File: config.mk
export PLATFORM = sky130hd
export DESIGN_NAME = left_shift
export DESIGN_NICKNAME = d
export VERILOG_FILES = /design/src/rtl/left_shift.sv
export SDC_FILE = /design/constraint.sdc
export NUM_CORES = 1
export LEC_CHECK = 0
export ABC_AREA = 1
export CORE_UTILIZATION = 35
export DETAILED_ROUTE_END_ITERATION = 7
export PLACE_DENSITY = 0.75
export SETUP_SLACK_MARGIN = 0.2
export SLEW_MARGIN = 30
export SYNTH_ARGS = -nofsm -noshare
export SYNTH_HDL_FRONTEND = slang
export SYNTH_SLANG_ARGS = --single-unit
export TNS_END_PERCENT = 10
File: constraint.sdc
create_clock -name clk -period 1.2 [get_ports clk]
set_input_delay 0.12 -clock clk [delete_from_list [all_inputs] [get_ports clk]]
set_output_delay 0.12 -clock clk [all_outputs]
set_load 0.01 [all_outputs]
File: src/rtl/left_shift.sv
`default_nettype none
// ============================================================================
// Module   : left_shift
// Purpose  : Datapath left shifter.
//            - data_out : combinational, data_in << SHIFT, zero-filled.
//            - q_out    : registered, data_in << shamt, built from a 5-stage
//                         log2 barrel shifter (1, 2, 4, 8, 16).
//            Optional overflow flags are enabled by the macro
//            LEFT_SHIFT_OVF_EN (ports ovf, q_ovf, ovf_sticky).
// Revision : 1.0 - initial release
// ============================================================================
module left_shift #(
  parameter int WIDTH = 32,
  parameter int SHIFT = 2
) (
  input  logic             clk,
  input  logic             rst,
  input  logic [WIDTH-1:0] data_in,
  output logic [WIDTH-1:0] data_out,
  input  logic             load,
  input  logic [4:0]       shamt,
  output logic [WIDTH-1:0] q_out,
  output logic             q_valid
`ifdef LEFT_SHIFT_OVF_EN
  ,
  output logic             ovf,
  output logic             q_ovf,
  output logic             ovf_sticky
`endif
);

  // Number of barrel stages; one per bit of shamt.
  localparam int STAGES = 5;

  // --------------------------------------------------------------------------
  // Fixed combinational path. Depends only on data_in, so X/Z on load or
  // shamt and the state of clk/rst can never reach data_out.
  // --------------------------------------------------------------------------
  assign data_out = data_in << SHIFT;

`ifdef LEFT_SHIFT_OVF_EN
  // Fixed-path overflow: any set bit in the top SHIFT bits is lost.
  // A zero shift loses nothing, and has no top-bit slice to look at.
  generate
    if (SHIFT == 0) begin : g_ovf_none
      assign ovf = 1'b0;
    end else begin : g_ovf_lost
      assign ovf = |data_in[WIDTH-1:WIDTH-SHIFT];
    end
  endgenerate
`endif

  // --------------------------------------------------------------------------
  // Variable barrel shifter. Stage k shifts by 2**k when shamt[k] is set.
  // Each stage also reports whether it pushed a set bit off the top, and
  // those per-stage drops are OR-ed down the chain to form the overflow.
  // --------------------------------------------------------------------------
  generate
    for (genvar k = 0; k < STAGES; k++) begin : g_stage
      localparam int AMT = 1 << k;

      logic [WIDTH-1:0] w_in;
      logic [WIDTH-1:0] w_out;

      if (k == 0) begin : g_first
        assign w_in = data_in;
      end else begin : g_next
        assign w_in = g_stage[k-1].w_out;
      end

      assign w_out = shamt[k] ? {w_in[WIDTH-1-AMT:0], {AMT{1'b0}}} : w_in;

`ifdef LEFT_SHIFT_OVF_EN
      logic w_lost_in;
      logic w_lost_out;

      if (k == 0) begin : g_lost_first
        assign w_lost_in = 1'b0;
      end else begin : g_lost_next
        assign w_lost_in = g_stage[k-1].w_lost_out;
      end

      assign w_lost_out = w_lost_in | (shamt[k] & (|w_in[WIDTH-1:WIDTH-AMT]));
`endif
    end
  endgenerate

  logic [WIDTH-1:0] w_shifted;
  assign w_shifted = g_stage[STAGES-1].w_out;

`ifdef LEFT_SHIFT_OVF_EN
  logic w_lost;
  assign w_lost = g_stage[STAGES-1].w_lost_out;
`endif

  // Capture register: load samples the barrel result; q_valid pulses for one
  // cycle per capture. Reset clears the register without waiting for clk.
  always_ff @(posedge clk or posedge rst) begin
    if (rst) begin
      q_out   <= '0;
      q_valid <= 1'b0;
    end else if (load) begin
      q_out   <= w_shifted;
      q_valid <= 1'b1;
    end else begin
      q_valid <= 1'b0;
    end
  end

`ifdef LEFT_SHIFT_OVF_EN
  // Overflow flags: q_ovf travels with q_out; ovf_sticky latches any
  // overflowing capture and only reset clears it.
  always_ff @(posedge clk or posedge rst) begin
    if (rst) begin
      q_ovf      <= 1'b0;
      ovf_sticky <= 1'b0;
    end else if (load) begin
      q_ovf <= w_lost;
      if (w_lost) begin
        ovf_sticky <= 1'b1;
      end
    end
  end
`endif

endmodule
`default_nettype wire

### Word level (Yosys, flattened, before mapping)

Index checks and enable logic that the tools add are counted.

| storage, ports and cells | value |
|---|---|
| input port bits | 40 |
| bits in writable memories | 0 |
| memories kept | 0 |
| latch bits | 0 |
| ROM bits | 0 |
| word-level logic and storage cells | 8 |
| output and inout port bits | 65 |
| register bits | 33 |

| cells by class | value |
|---|---|
| order comparisons | 0 |
| div/mod/pow operators | 0 |
| $mul | 0 |
| shift operators | 0 |
| reductions and logical operators | 0 |
| muxes and demuxes | 6 |
| bitwise operators | 0 |
| equal/unequal tests | 0 |
| add/sub/neg operators | 0 |

Operator list:

| cell | count |
|---|---|
| 32-bit two-way mux | 5 |
| 1-bit two-way mux | 1 |

### Logic depth before layout (Yosys ltp)

| depth | value |
|---|---|
| depth in word-level cells | 5 |
| mapped depth | 11 |
| mapped depth without buffers | 9 |

### Worst setup path after synthesis

No wires, ideal clock.

| path | value |
|---|---|
| path kind | input -> register |
| start | input shamt[0] |
| end | register q_out[26] |
| arrival | 0.915 ns |
| path slack | 0.161 ns |
| buffers on the path | 1 |
| data required time | 1.076 ns |
| library setup time | 0.124 ns |
| stages | 8 |
| cell sequence | buf_6 or2_2 o21ai_2 nand2_1 nand3_1 nand3_1 nand3_1 nand3_1 |

| between the ends | value |
|---|---|
| word-level cells in the longest chain between the ends | 5 |

Ends and longest elaborated chain:

| what | RTL line | RTL |
|---|---|---|
| start, declared | 21 | `input logic [4:0] shamt,` |
| 32-bit two-way mux (5 in series) | 71 | `assign w_out = shamt[k] ? {w_in[WIDTH-1-AMT:0], {AMT{1'b0}}} : w_in;` |
| end signal, assigned | 103 | `q_out <= w_shifted;` |
| end, declared | 22 | `output logic [WIDTH-1:0] q_out,` |

Every way passes these cells.
A chain may end at the register's enable or synchronous reset.

### Worst setup path in the final report

| path | value |
|---|---|
| start | input shamt[0] |
| end | register q_out[31] |

Same word-level chain as after synthesis.

==> flow_metrics.py <==
metrics = {
    "status": {
        "status": "complete, no violations",
    },
    "synth": {
        "avgSynthCellArea_sq_um": 6.665,
        "async_flop_share_pct": 100.0,
        "yosys_warnings": 0,
        "synth_edf_count": 0,
        "synth_top_area_cell": "nand3_1",
        "syn_area_sq_um": 3059,
        "synthCells": 459,
        "yosys.area.top_type_share_pct": 29.12,
        "ys_types": 32,
        "dominantRegCellSynth": "dfrtp_1",
        "ys_ff_latch": 33,
        "synth.yosys.seq_area_share_pct": 26.99,
        "synth_area_leaders": "nand3_1 (29%), dfrtp_1 (27%), nand2_1 (13%)",
    },
    "place": {
        "dp_hpwl_mm": 7.898,
        "placed_cells": 642,
        "portBuffers": 102,
        "placed_area_sq_um": 4164,
        "place_ws_ps": -542.1,
        "place.gp.congestion": 0.9436,
    },
    "clock_network": {
        "htreeDepth": 2,
        "path_clk_slew_ps": 70,
        "cts_tree": "built",
        "cts.sinks": 33,
        "clock-root-buffer": "clkbuf_8",
        "clk_latency_ps": 280,
        "numCtsBuffers": 5,
        "clockBufferDepth": 2,
    },
    "critical_path": {
        "end_kind": "flip-flop",
        "crit_type": "input pin to flip-flop",
        "cp.required_ps": 1360,
        "path_max_fanout": 6,
        "critPathLaunchType": "input pin",
        "critPathArrivalTime_ps": 1250,
    },
    "sta": {
        "setup_viol": 0,
        "max_freq_mhz": 915.4,
        "finalHoldViolCount": 0,
        "fin_ws_ps": 107.6,
        "rsz0062_at_grt": "yes",
        "maxSlewViolCount": 0,
        "skew_ps": 0,
        "fin_crit_sh_pct": 91.04,
        "period_needed_ps": 1092,
        "finalSetupTns_ps": 0,
    },
    "floorplan": {
        "core-area_sq_um": 8341,
        "row_count": 33,
        "dieWidth_um": 95.49,
        "die_area_sq_um": 9118,
        "initial_core_util_pct": 36.68,
        "io_pins": 105,
        "die_h_um": 95.49,
    },
    "routing": {
        "wl_per_cell_um": 16.99,
        "drtIter0Drc": 334,
        "viasPerCell": 5.535,
        "drcViolationCount": 0,
        "antenna_left": 0,
        "vias": 3675,
        "wl_mm": 11.28,
        "drtPass1Iterations": 5,
    },
    "global_routing": {
        "grt_start_max_net_pins": 35,
        "grt_usage_pct": 25.12,
        "grt_overflow_total": 0,
        "antenna_found_initial": 0,
        "grt_pass1_vias": 3572,
        "grt_pass1_wl_mm": 17.59,
    },
    "hold_path": {
        "hold_class": "input pin to async pin",
    },
    "cells_and_area": {
        "area_growth_pct": 55.38,
        "diodes": 0,
        "instances_no_fill": 664,
        "stdcell_area_sq_um": 4753,
        "fin_nets": 598,
        "drive_above_1_share_pct": 28.98,
    },
    "power_and_ir_drop": {
        "irDropWorstVdd_mv": 0.8488,
        "p_leak_uw": 0.002340,
        "p_total_uw": 4040,
        "power_density_nw_per_um2": 850.0,
    },
    "run": {
        "maxCapViolations": 0,
    },
}
## routing by layer
layer  vias to the layer above  wire length [um]  share of wire, %  track usage [%]
met5                         -                 0                 0                0
met3                        23               850               7.5            5.183
met2                       185              5459                48            43.39
met1                      1728              4694                42            31.24
met4                         0               278               2.5            7.711
li1                       1739                 -                 -                -
## logic make-up after synthesis
logic type	after synthesis	share of synthesized area (%)
AOI/OAI and AO/OA	24	5.317
DFF	33	26.99
and+or+nand+nor	322	50.88
other	1	0.1226
buffers and inverters	79	16.69
## power by group
part | internal, uW | switching [uW]
logic | 736 | 924
registers | 1230 | 69.8
clock network | 677 | 407
total | 2640 | 1400
## critical path, cell delays in order
cell	delay [ps]
buf_6	110
buf_12	130
buf_4	160
nand2_2	80
nand3_1	140
nand3_1	140
nand3_1	130
nand3_1	140
nand3_1	90
## layout by cell type, fill, tap and decap left out, types with 2 or more instances in the layout
master / instances
buf_2: 2
o21ai_1: 3
clkdlybuf4s15_1: 16
clkbuf_2: 5
inv_1: 7
dlymetal6s2s_1: 3
o21ai_0: 4
clkinvlp_4: 2
buf_4: 27
nand3_1: 139
nand2_4: 4
dfrtp_1: 33
clkbuf_8: 6
clkdlybuf4s50_1: 7
nand2_2: 22
nor2_1: 4
buf_6: 7
buf_8: 2
nand2_1: 95
nand3_2: 50
buf_12: 9
buf_16: 3
o21ai_2: 4
inv_2: 4
nand4_1: 3
dlygate4sd2_1: 69
clkbuf_16: 2
o211ai_1: 5
conb_1: 2
## state kept, by name (all words and copies together), names as in the netlist
register and count:
q_out 32, q_valid 1
## path summary, 6_finish.rpt
kind / start / to / slack, ps / depth (start not counted)
worst max-delay path: shamt[0] / q_out[31] / 110 / 9
worst min-delay path: rst / q_out[6] / 170 / 3
worst max register to register: q_out[26] / q_out[26] / 420 / 3
worst min register to register: q_out[13] / q_out[13] / 480 / 2
max in group asynchronous: rst / q_out[29] / 850 / 3
min in group clk: load / q_valid / 320 / 2
## synth_stat cells, types with 5 or more instances
cell and instances:
clkbuf_1 6, inv_1 11, o211ai_1 5, nor2_1 5, o21ai_0 7, nand3_2 12
dfrtp_1 33, nand2_2 11, buf_2 16, buf_6 5, buf_4 36, nand3_1 178
nand2_1 109
## final cells by class
cell class,count,area [sq um]
Tap cell,105,131.4
Fill cell,818,3587
Clock buffer,7,86.33
Sequential cell,33,825.8
Timing Repair inverter,2,16.27
Multi-Input combinational cell,348,2021
Clock inverter,1,30.03
Timing Repair Buffer,153,1564
Inverter,15,78.83
## metrics by stage
| stage | hold WS, ps | utilization (%) |
|---|---|---|
| final | 167.0 | 56.99 |
| after global routing | 195.5 | 56.99 |
| after CTS | 170.3 | 55.61 |
| after detailed placement | 467.7 | 49.93 |
| after global placement | 470.9 | 49.93 |
| after floorplan | 151.4 | - |
## repair_timing
item / CTS / global route
pin swaps: 19 / 0
cloned: 7 / 2
setup buffers: 3 / 2
resized for setup: 176 / 40
endpoints found under the setup margin: 95 / 63
hold buffers: 0 / 0
Power figures use the tool's default switching activity.
